--- src/rtl/addsub_seq_ctrl_pkg.sv ---
// Shared types and constants for the nibble-serial add/subtract sequencer.
package addsub_seq_pkg;

    typedef enum logic [1:0] {
        S_IDLE = 2'd0,
        S_RUN  = 2'd1,
        S_DONE = 2'd2
    } state_e;

    localparam int NIB_W = 4;

    function automatic int clog2(input int v);
        int r;
        int x;
        r = 0;
        x = v - 1;
        while (x > 0) begin
            r++;
            x = x >> 1;
        end
        return r;
    endfunction

endpackage

--- src/rtl/addsub_seq_ctrl_if.sv ---
// Operand/result ready-valid bundle between producer, sequencer and consumer.
interface addsub_seq_ctrl_if #(
    parameter int WIDTH = 16
);
    logic             in_valid;
    logic             in_ready;
    logic [WIDTH-1:0] in_a;
    logic [WIDTH-1:0] in_b;
    logic             in_sub;
    logic             out_valid;
    logic             out_ready;
    logic [WIDTH-1:0] out_result;
    logic             out_carry;
    logic             out_overflow;

    modport master (
        output in_valid, in_a, in_b, in_sub, out_ready,
        input  in_ready, out_valid, out_result, out_carry, out_overflow
    );

    modport slave (
        input  in_valid, in_a, in_b, in_sub, out_ready,
        output in_ready, out_valid, out_result, out_carry, out_overflow
    );
endinterface

--- src/rtl/addsub_seq_ctrl_slice.sv ---
// 4-bit add/subtract slice; mode inverts B and is XORed into the carry-in.
module adder_subtractor_4bit (
    input  logic [3:0] a,
    input  logic [3:0] b,
    input  logic       mode,
    input  logic       cin,
    output logic [3:0] sum,
    output logic       cout
);
    logic [3:0] b_eff;
    logic       c_eff;

    always_comb begin
        b_eff       = b ^ {4{mode}};
        c_eff       = cin ^ mode;
        {cout, sum} = {1'b0, a} + {1'b0, b_eff} + {4'd0, c_eff};
    end
endmodule

--- src/rtl/addsub_seq_ctrl.sv ---
// Multi-precision add/subtract sequencer: one 4-bit slice reused LSB-first over WIDTH/4 cycles.
module addsub_seq_ctrl
    import addsub_seq_pkg::*;
#(
    parameter int WIDTH = 16
) (
    input  logic               clk,
    input  logic               rst_n,
    addsub_seq_ctrl_if.slave   bus,
    output logic               busy
);
    localparam int NIB   = WIDTH / NIB_W;
    localparam int IDX_W = (NIB > 1) ? clog2(NIB) : 1;

    state_e           state_q, state_d;
    logic [WIDTH-1:0] a_q, a_d;
    logic [WIDTH-1:0] b_q, b_d;
    logic [WIDTH-1:0] res_q, res_d;
    logic             sub_q, sub_d;
    logic             carry_q, carry_d;
    logic             cy_out_q, cy_out_d;
    logic             ovf_q, ovf_d;
    logic [IDX_W-1:0] idx_q, idx_d;

    logic [NIB_W-1:0] nib_a, nib_b, nib_sum;
    logic             nib_cin, nib_cout;
    logic             last;
    logic [31:0]      sh;

    // Shift-based nibble select keeps WIDTH=4 free of out-of-range part-selects.
    always_comb begin
        sh      = NIB_W * 32'(idx_q);
        nib_a   = NIB_W'(a_q >> sh);
        nib_b   = NIB_W'(b_q >> sh);
        nib_cin = ((idx_q == '0) ? sub_q : carry_q) ^ sub_q;
        last    = (idx_q == IDX_W'(NIB - 1));
    end

    adder_subtractor_4bit u_slice (
        .a    (nib_a),
        .b    (nib_b),
        .mode (sub_q),
        .cin  (nib_cin),
        .sum  (nib_sum),
        .cout (nib_cout)
    );

    always_comb begin
        state_d  = state_q;
        a_d      = a_q;
        b_d      = b_q;
        sub_d    = sub_q;
        res_d    = res_q;
        carry_d  = carry_q;
        cy_out_d = cy_out_q;
        ovf_d    = ovf_q;
        idx_d    = idx_q;
        case (state_q)
            S_IDLE: begin
                if (bus.in_valid) begin
                    a_d     = bus.in_a;
                    b_d     = bus.in_b;
                    sub_d   = bus.in_sub;
                    idx_d   = '0;
                    state_d = S_RUN;
                end
            end
            S_RUN: begin
                res_d   = (res_q & ~(WIDTH'({NIB_W{1'b1}}) << sh)) | (WIDTH'(nib_sum) << sh);
                carry_d = nib_cout;
                idx_d   = idx_q + IDX_W'(1);
                if (last) begin
                    state_d  = S_DONE;
                    cy_out_d = nib_cout;
                    ovf_d    = (a_q[WIDTH-1] == (b_q[WIDTH-1] ^ sub_q)) &&
                               (nib_sum[NIB_W-1] != a_q[WIDTH-1]);
                end
            end
            S_DONE: begin
                if (bus.out_ready) state_d = S_IDLE;
            end
            default: state_d = S_IDLE;
        endcase
    end

    always_ff @(posedge clk or negedge rst_n) begin
        if (!rst_n) begin
            state_q  <= S_IDLE;
            a_q      <= '0;
            b_q      <= '0;
            sub_q    <= 1'b0;
            res_q    <= '0;
            carry_q  <= 1'b0;
            cy_out_q <= 1'b0;
            ovf_q    <= 1'b0;
            idx_q    <= '0;
        end else begin
            state_q  <= state_d;
            a_q      <= a_d;
            b_q      <= b_d;
            sub_q    <= sub_d;
            res_q    <= res_d;
            carry_q  <= carry_d;
            cy_out_q <= cy_out_d;
            ovf_q    <= ovf_d;
            idx_q    <= idx_d;
        end
    end

    assign bus.in_ready     = (state_q == S_IDLE);
    assign bus.out_valid    = (state_q == S_DONE);
    assign bus.out_result   = res_q;
    assign bus.out_carry    = cy_out_q;
    assign bus.out_overflow = ovf_q;
    assign busy             = (state_q != S_IDLE);

endmodule

--- src/flat_wrapper.sv ---
// flat-port wrapper written by rule: the top's interface ports become plain ports
module addsub_seq_ctrl_flat import addsub_seq_pkg::*;
#(
    parameter int WIDTH = 16
)
  (clk, rst_n, busy, bus_in_valid, bus_in_a, bus_in_b, bus_in_sub, bus_out_ready, bus_in_ready, bus_out_valid, bus_out_result, bus_out_carry, bus_out_overflow);
  addsub_seq_ctrl_if #(.WIDTH(WIDTH)) bus_i ();
  input  logic clk;
  input  logic rst_n;
  output logic busy;
  input wire logic [$bits(bus_i.in_valid)-1:0] bus_in_valid;
  input wire logic [$bits(bus_i.in_a)-1:0] bus_in_a;
  input wire logic [$bits(bus_i.in_b)-1:0] bus_in_b;
  input wire logic [$bits(bus_i.in_sub)-1:0] bus_in_sub;
  input wire logic [$bits(bus_i.out_ready)-1:0] bus_out_ready;
  output wire logic [$bits(bus_i.in_ready)-1:0] bus_in_ready;
  output wire logic [$bits(bus_i.out_valid)-1:0] bus_out_valid;
  output wire logic [$bits(bus_i.out_result)-1:0] bus_out_result;
  output wire logic [$bits(bus_i.out_carry)-1:0] bus_out_carry;
  output wire logic [$bits(bus_i.out_overflow)-1:0] bus_out_overflow;
  assign bus_i.in_valid = bus_in_valid;
  assign bus_i.in_a = bus_in_a;
  assign bus_i.in_b = bus_in_b;
  assign bus_i.in_sub = bus_in_sub;
  assign bus_i.out_ready = bus_out_ready;
  assign bus_in_ready = bus_i.in_ready;
  assign bus_out_valid = bus_i.out_valid;
  assign bus_out_result = bus_i.out_result;
  assign bus_out_carry = bus_i.out_carry;
  assign bus_out_overflow = bus_i.out_overflow;
  addsub_seq_ctrl #(.WIDTH(WIDTH)) u_core (.clk(clk), .rst_n(rst_n), .bus(bus_i), .busy(busy));
endmodule
--- config.mk ---
export PLATFORM = sky130hd
export DESIGN_NAME = addsub_seq_ctrl_flat
export DESIGN_NICKNAME = d
export VERILOG_FILES = /design/src/rtl/addsub_seq_ctrl_pkg.sv /design/src/rtl/addsub_seq_ctrl_if.sv /design/src/rtl/addsub_seq_ctrl_slice.sv /design/src/rtl/addsub_seq_ctrl.sv /design/src/flat_wrapper.sv
export SDC_FILE = /design/constraint.sdc
export NUM_CORES = 1
export LEC_CHECK = 0
export ABC_AREA = 0
export CAP_MARGIN = 20
export CORE_AREA = 2 2 53 92
export CTS_BUF_LIST = sky130_fd_sc_hd__clkbuf_2
export DETAILED_ROUTE_END_ITERATION = 16
export DIE_AREA = 0 0 55 94
export DONT_BUFFER_PORTS = 1
export HOLD_SLACK_MARGIN = 0.06
export PLACE_DENSITY_LB_ADDON = 0.25
export SLEW_MARGIN = 5
export SYNTH_ARGS = -nofsm -noshare
export SYNTH_HDL_FRONTEND = slang
export SYNTH_SLANG_ARGS = --single-unit
export TNS_END_PERCENT = 20
--- constraint.sdc ---
create_clock -name clk -period 3.7 [get_ports clk]
set_clock_uncertainty 0.15 [all_clocks]
set_input_delay 0.925 -clock clk [delete_from_list [all_inputs] [get_ports clk]]
set_output_delay 0.925 -clock clk [all_outputs]
set_load 0.02 [all_outputs]
==> results of run 1 <==
==> routing by layer <==
metal,up-vias,global-route usage,routed length (µm)
met1,773,0.2179,1630
met3,9,0.04777,269
met5,-,0,0
met4,0,0.07317,86
met2,55,0.4097,2965
li1,662,-,-
==> cell families (layout without fill, tap and decap cells) <==
family | count (synthesis) | count (layout) | synth area share
AOI/OAI and AO/OA | 28 | 28 | 0.08451
and+or+nand+nor | 24 | 24 | 0.04857
buffers and inverters | 16 | 18 | 0.03205
xor gates and xnor gates | 6 | 6 | 0.02040
adders and majority gates | 9 | 9 | 0.04954
DFF | 56 | 56 | 0.5440
muxes | 42 | 42 | 0.2210
==> registers in the layout, summed over array words and instances (netlist names) <==
register,cells
u_core.b_q,16
u_core.state_q,2
u_core.sub_q,1
u_core.bus.out_overflow,1
u_core.bus.out_carry,1
u_core.idx_q,2
u_core.bus.out_result,16
u_core.carry_q,1
u_core.a_q,16
==> synth_stat cells <==
cell type | n | area [µm²]
and3b_1 | 1 | 8.760
nand2b_1 | 2 | 12.51
clkbuf_1 | 1 | 3.750
dfrtp_1 | 56 | 1401
inv_1 | 7 | 26.28
a21oi_1 | 2 | 10.01
xor2_1 | 5 | 43.79
a21o_2 | 1 | 8.760
fa_1 | 2 | 40.04
and2_4 | 1 | 8.760
ha_1 | 7 | 87.58
nor3_1 | 5 | 25.02
nor2_1 | 1 | 3.750
nand3_1 | 1 | 5.000
o21ai_0 | 6 | 30.03
and2_1 | 2 | 12.51
xnor2_1 | 1 | 8.760
nand2_1 | 8 | 30.03
a21o_1 | 1 | 7.510
mux4_1 | 2 | 52.55
nor2b_1 | 1 | 6.260
or3_1 | 1 | 6.260
mux2i_1 | 1 | 10.01
nand4_1 | 1 | 6.260
a211o_1 | 1 | 8.760
buf_2 | 3 | 15.01
a22o_2 | 4 | 40.04
mux4_2 | 6 | 135.1
o31ai_1 | 1 | 7.510
a22o_1 | 12 | 105.1
buf_4 | 5 | 37.54
mux2_2 | 33 | 371.6
==> metrics by stage <==
step                      setup slack, ps  hold WS [ps]  cells  cell area, µm²
after global routing                510.7         106.4    234            2665
after CTS                           649.5         125.1    234            2665
after floorplan                     907.7         299.2    181            2576
final                               689.8         135.8    234            2665
after detailed placement            690.1         334.1    225            2599
after global placement              729.7         323.1    225            2599
==> cells in the final DEF (no fill, tap or decap), types with 2 or more instances in the layout <==
| cell | count |
|---|---|
| fa_1 | 2 |
| a22o_1 | 12 |
| nand2b_1 | 2 |
| nor3_1 | 5 |
| buf_4 | 2 |
| o21ai_0 | 6 |
| dfrtp_1 | 56 |
| mux2_2 | 33 |
| mux4_2 | 6 |
| inv_1 | 7 |
| clkinv_2 | 2 |
| nand2_1 | 8 |
| clkbuf_2 | 5 |
| xor2_1 | 5 |
| ha_1 | 7 |
| mux4_1 | 2 |
| and2_1 | 2 |
| a22o_2 | 4 |
| a21oi_1 | 2 |
==> layout make-up <==
class                      count  share of cell area
inverter                       7            0.009859
multi-input combinational    109              0.4099
tap                           51             0.02394
clock buffer                   5            0.009390
sequential                    56              0.5258
timing repair buffer           3             0.01596
clock inverter                 3            0.005164
==> what timing repair did <==
action,in CTS,in global routing
hold endpoints to repair,56,0
buffers inserted,0,0
endpoints found under the setup margin,0,0
hold buffers,1,0
==> how the worst max path moves through the flow <==
stage / startpoint / endpoint / slack [ps] / cells after the start
6_report: u_core.idx_q[0]$_DFFE_PN0P_ / u_core.bus.out_result[2]$_DFFE_PN0P_ / 690 / 9
3_3_place_gp: u_core.idx_q[0]$_DFFE_PN0P_ / u_core.bus.out_overflow$_DFFE_PN0P_ / 730 / 7
4_1_cts: u_core.idx_q[0]$_DFFE_PN0P_ / u_core.bus.out_carry$_DFFE_PN0P_ / 650 / 10
5_1_grt: u_core.idx_q[0]$_DFFE_PN0P_ / u_core.carry_q$_DFFE_PN0P_ / 510 / 10
3_5_place_dp: u_core.idx_q[0]$_DFFE_PN0P_ / u_core.bus.out_carry$_DFFE_PN0P_ / 690 / 10
2_1_floorplan: u_core.idx_q[0]$_DFFE_PN0P_ / u_core.bus.out_overflow$_DFFE_PN0P_ / 910 / 8
==> run_results.csv, run 1 <==
group,metric,value,unit
finish,syn2layout_area_growth,3.448,%
finish,register_area,1401,µm²
critical_path,worstSetupPathType,"flip-flop to flip-flop",
cts,clk-insertion-delay-late,440,ps
die,coreArea,4404,µm²
finish,post-route-util,0.6051,
drt,viasPerCell,6.406,
critical_path,cp_max_fo,8,
drt,drc,0,
synthesis,synth_cell_types,32,
critical_path,cp.required,3960,ps
sta,period_minus_slack,3010,ps
synthesis,postSynthAreaPerCell,14.23,µm²
critical_path,rr_startpoint,"u_core.idx_q[0]$_DFFE_PN0P_",
synthesis,synthesis.nets,227,
critical_path,cp-start-kind,"flip-flop",
critical_path,rr_worst_depth,9,
grt,grtUsageTotal,0.2173,
grt,grt.overflow.total,0,
finish,final_nets,228,
finish,antenna_cells,0,
critical_path,r2r_slack,690,ps
drt,vias,1499,
die,row_count,32,
drt,wl_per_cell,21.16,µm
critical_path,timing.rr.end,"u_core.bus.out_result[2]$_DFFE_PN0P_",
cts,cts_made_buffers,5,
synthesis,synth_warnings,0,
sta,max_freq,332.2,MHz
drt,drt_first_iter_violations,16,
cts,cts_tree,"built",
synthesis,syn_inst,181,
placement,portBuffers,0,
critical_path,slowest_delay,670,ps
synthesis,ys_ff_latch,56,
die,die_x,55,µm
critical_path,cp_slowest_cell,"dfrtp_1",
sta,worst_pin_slew,530.8,ps
finish,multi_input_area,1092,µm²
grt,antenna_found_initial,0,
sta,finalHoldViolations,0,
synthesis,synth_area,2576,µm²
sta,setup_violations,0,
critical_path,worstPathArrival,3270,ps
sta,post-route-period-util,0.8136,
finish,drive_gt1_frac,0.3005,
finish,fillCellCount,361,
placement,dpl.hpwl,3807,µm
die,start_util,0.5849,
cts,clock_sinks,56,
grt,grt_pass1_vias,1640,
grt,grt_pass1_wl,7914,µm
drt,routed_wl,4951,µm
drt,dr.pass1.iters,4,
cts,cts.root.buffer_cell,"clkbuf_2",
critical_path,critical_path_buf_inv_count,3,
drt,antenna_left,0,
sta,setup_tns,0,ps
run,drv_cap,0,
critical_path,cp_top_family,"adder cells",
outcome,status,"finished, final reports clean",
worst_hold_path,hp-class,"primary input to async pin",
sta,rsz0062_at_grt,"no",
die,die_h,94,µm
die,die-area,5170,µm²
die,ios,58,
cts,h-tree-depth,2,
placement,gp_congestion,0.8236,
critical_path,crit_path_end_kind,"flip-flop",
cts,cts.path.max_buffers,2,
cts,clk_pin_slew_worst_paths,270,ps
sta,slew_headroom,0.6434,
synthesis,yosysSeqAreaShare,0.5440,
critical_path,crit_chain,"buf_4 -> inv_1 -> ha_1 -> mux2i_1 -> fa_1 -> inv_1 -> fa_1 -> xor2_1 -> a22o_1",
cts,postCtsResizedCells,0,
sta,finalMaxSlewViolations,0,
grt,grt_max_degree,57,
Power of run 1 is not shown: default switching activity piles up to over one toggle a cycle in this logic, so the estimate is an artifact.
==> inputs of run 2 (changes only) <==
- CORE_AREA: 2 2 53 92 -> 2 2 53 93
- DIE_AREA: 0 0 55 94 -> 0 0 55 95
- clock period: 3.7 -> 2.6 ns (I/O delays scaled with it)
==> run_results.csv, run 2 (same netlist as run 1, synthesis figures left out) <==
group,metric,value,unit
finish,antenna_cells,0,
die,ios,58,
die,row_count,33,
sta,finalMaxSlewViolations,0,
sta,worst_slack,-186.3,ps
cts,clk-insertion-delay-late,450,ps
cts,cts.root.buffer_cell,"clkbuf_2",
sta,setup_violations,12,
sta,finalHoldViolations,0,
sta,whs,110.2,ps
drt,routed_wl,4896,µm
cts,cts_made_buffers,5,
grt,grtUsageTotal,0.2149,
critical_path,crit_path_end_kind,"flip-flop",
worst_hold_path,hp-class,"primary input to flip-flop",
drt,antenna_left,0,
drt,viasPerCell,5.928,
critical_path,rr_worst_depth,7,
outcome,failed_checks,"negative setup slack",
drt,drt_first_iter_violations,18,
die,start_util,0.5672,
grt,grt_pass1_wl,7872,µm
grt,grt_pass1_vias,1598,
run,drv_cap,0,
cts,cts.path.max_buffers,2,
sta,worst_pin_slew,520.0,ps
finish,syn2layout_area_growth,9.713,%
drt,vias,1488,
sta,slew_headroom,0.6507,
finish,final_nets,244,
cts,clk_pin_slew_worst_paths,260,ps
drt,wl_per_cell,19.51,µm
placement,gp_congestion,0.8451,
cts,clock_sinks,56,
cts,h-tree-depth,2,
sta,rsz0062_at_grt,"yes",
critical_path,cp-start-kind,"flip-flop",
die,coreArea,4542,µm²
grt,antenna_found_initial,0,
critical_path,worstPathArrival,3000,ps
outcome,status,"complete, but fails checks",
worst_hold_path,worstHoldPathCells,1,
placement,dpl.hpwl,3721,µm
finish,post-route-util,0.6223,
die,die-area,5225,µm²
sta,period_minus_slack,2786,ps
grt,grt.overflow.total,0,
sta,max_freq,358.9,MHz
critical_path,worstSetupPathType,"flip-flop to flip-flop",
die,die_x,55,µm
die,die_h,95,µm
placement,portBuffers,0,
finish,final_cell_mix,"dfrtp_1, mux2_2, buf_4, a22o_1, nand2_1",
finish,final_common_cell,"dfrtp_1",
sta,post-route-period-util,1.072,
sta,setup_tns,-908.4,ps
critical_path,cp_max_fo,6,
grt,grt_max_degree,57,
finish,drive_gt1_frac,0.4020,
drt,dr.pass1.iters,3,
cts,cts_tree,"built",
drt,drc,0,
critical_path,cp.required,2810,ps
[run 2: cell types whose count changed in the layout (fill, tap and decap cells not counted), moves of 2 or more]
| cell | previous run | this run |
|---|---|---|
| fa_2 | 0 | 2 |
| xor2_1 | 5 | 3 |
| fa_1 | 2 | 0 |
| buf_4 | 2 | 16 |
| xor2_2 | 0 | 2 |
[run 2: per-layer routing]
layer | wire [µm] | global-route usage
met1 | 1817 | 0.2389
met2 | 2759 | 0.3879
met3 | 247 | 0.04747
met4 | 71 | 0.06707
met5 | 0 | 0
[run 2: worst max-delay path, cell delays in order, from the launching register on]
cell     delay, ps
dfrtp_2        520
mux4_2         530
xor2_1         170
ha_1           340
a21o_1         180
or3_4          370
and2_4         190
a22o_2         250
[run 2: cell type report]
| type | count | area (µm²) |
|---|---|---|
| Multi-Input combinational cell | 109 | 1125 |
| Sequential cell | 56 | 1403 |
| Clock inverter | 3 | 13.76 |
| Fill cell | 353 | 1715 |
| Inverter | 7 | 26.28 |
| Tap cell | 52 | 65.06 |
| Clock buffer | 5 | 25.02 |
| Timing Repair Buffer | 19 | 168.9 |
[run 2: path summary, 6_finish.rpt]
path | slack [ps] | startpoint | endpoint
max in group asynchronous | 1530 | rst_n | u_core.a_q[8]$_DFFE_PN0P_
hold / removal | 110 | bus_out_ready | u_core.state_q[1]$_DFFE_PN0P_
hold reg to reg | 380 | u_core.b_q[7]$_DFFE_PN0P_ | u_core.b_q[7]$_DFFE_PN0P_
setup reg to reg | -190 | u_core.idx_q[0]$_DFFE_PN0P_ | u_core.bus.out_result[3]$_DFFE_PN0P_
setup / recovery | -190 | u_core.idx_q[0]$_DFFE_PN0P_ | u_core.bus.out_result[3]$_DFFE_PN0P_
min in group asynchronous | 510 | rst_n | u_core.state_q[1]$_DFFE_PN0P_
[run 2: through the flow]
stage | instance area (µm²) | worst slack (ps) | cells
finish | 2826 | -186.3 | 251
global route | 2826 | -291.3 | 251
CTS | 2819 | -193.8 | 250
detailed placement | 2698 | -203.7 | 238
global placement | 2698 | -126.6 | 238
floorplan | 2587 | -79.70 | 181
[run 2: timing repair]
item,4_1_cts,5_1_grt
pin swaps,4,2
hold buffers,2,0
gates resized for setup,8,0
hold endpoints to repair,56,0
gates cloned,0,0
setup endpoints to repair,15,15
setup buffers,2,1
Power of run 2 is left out for the same reason.
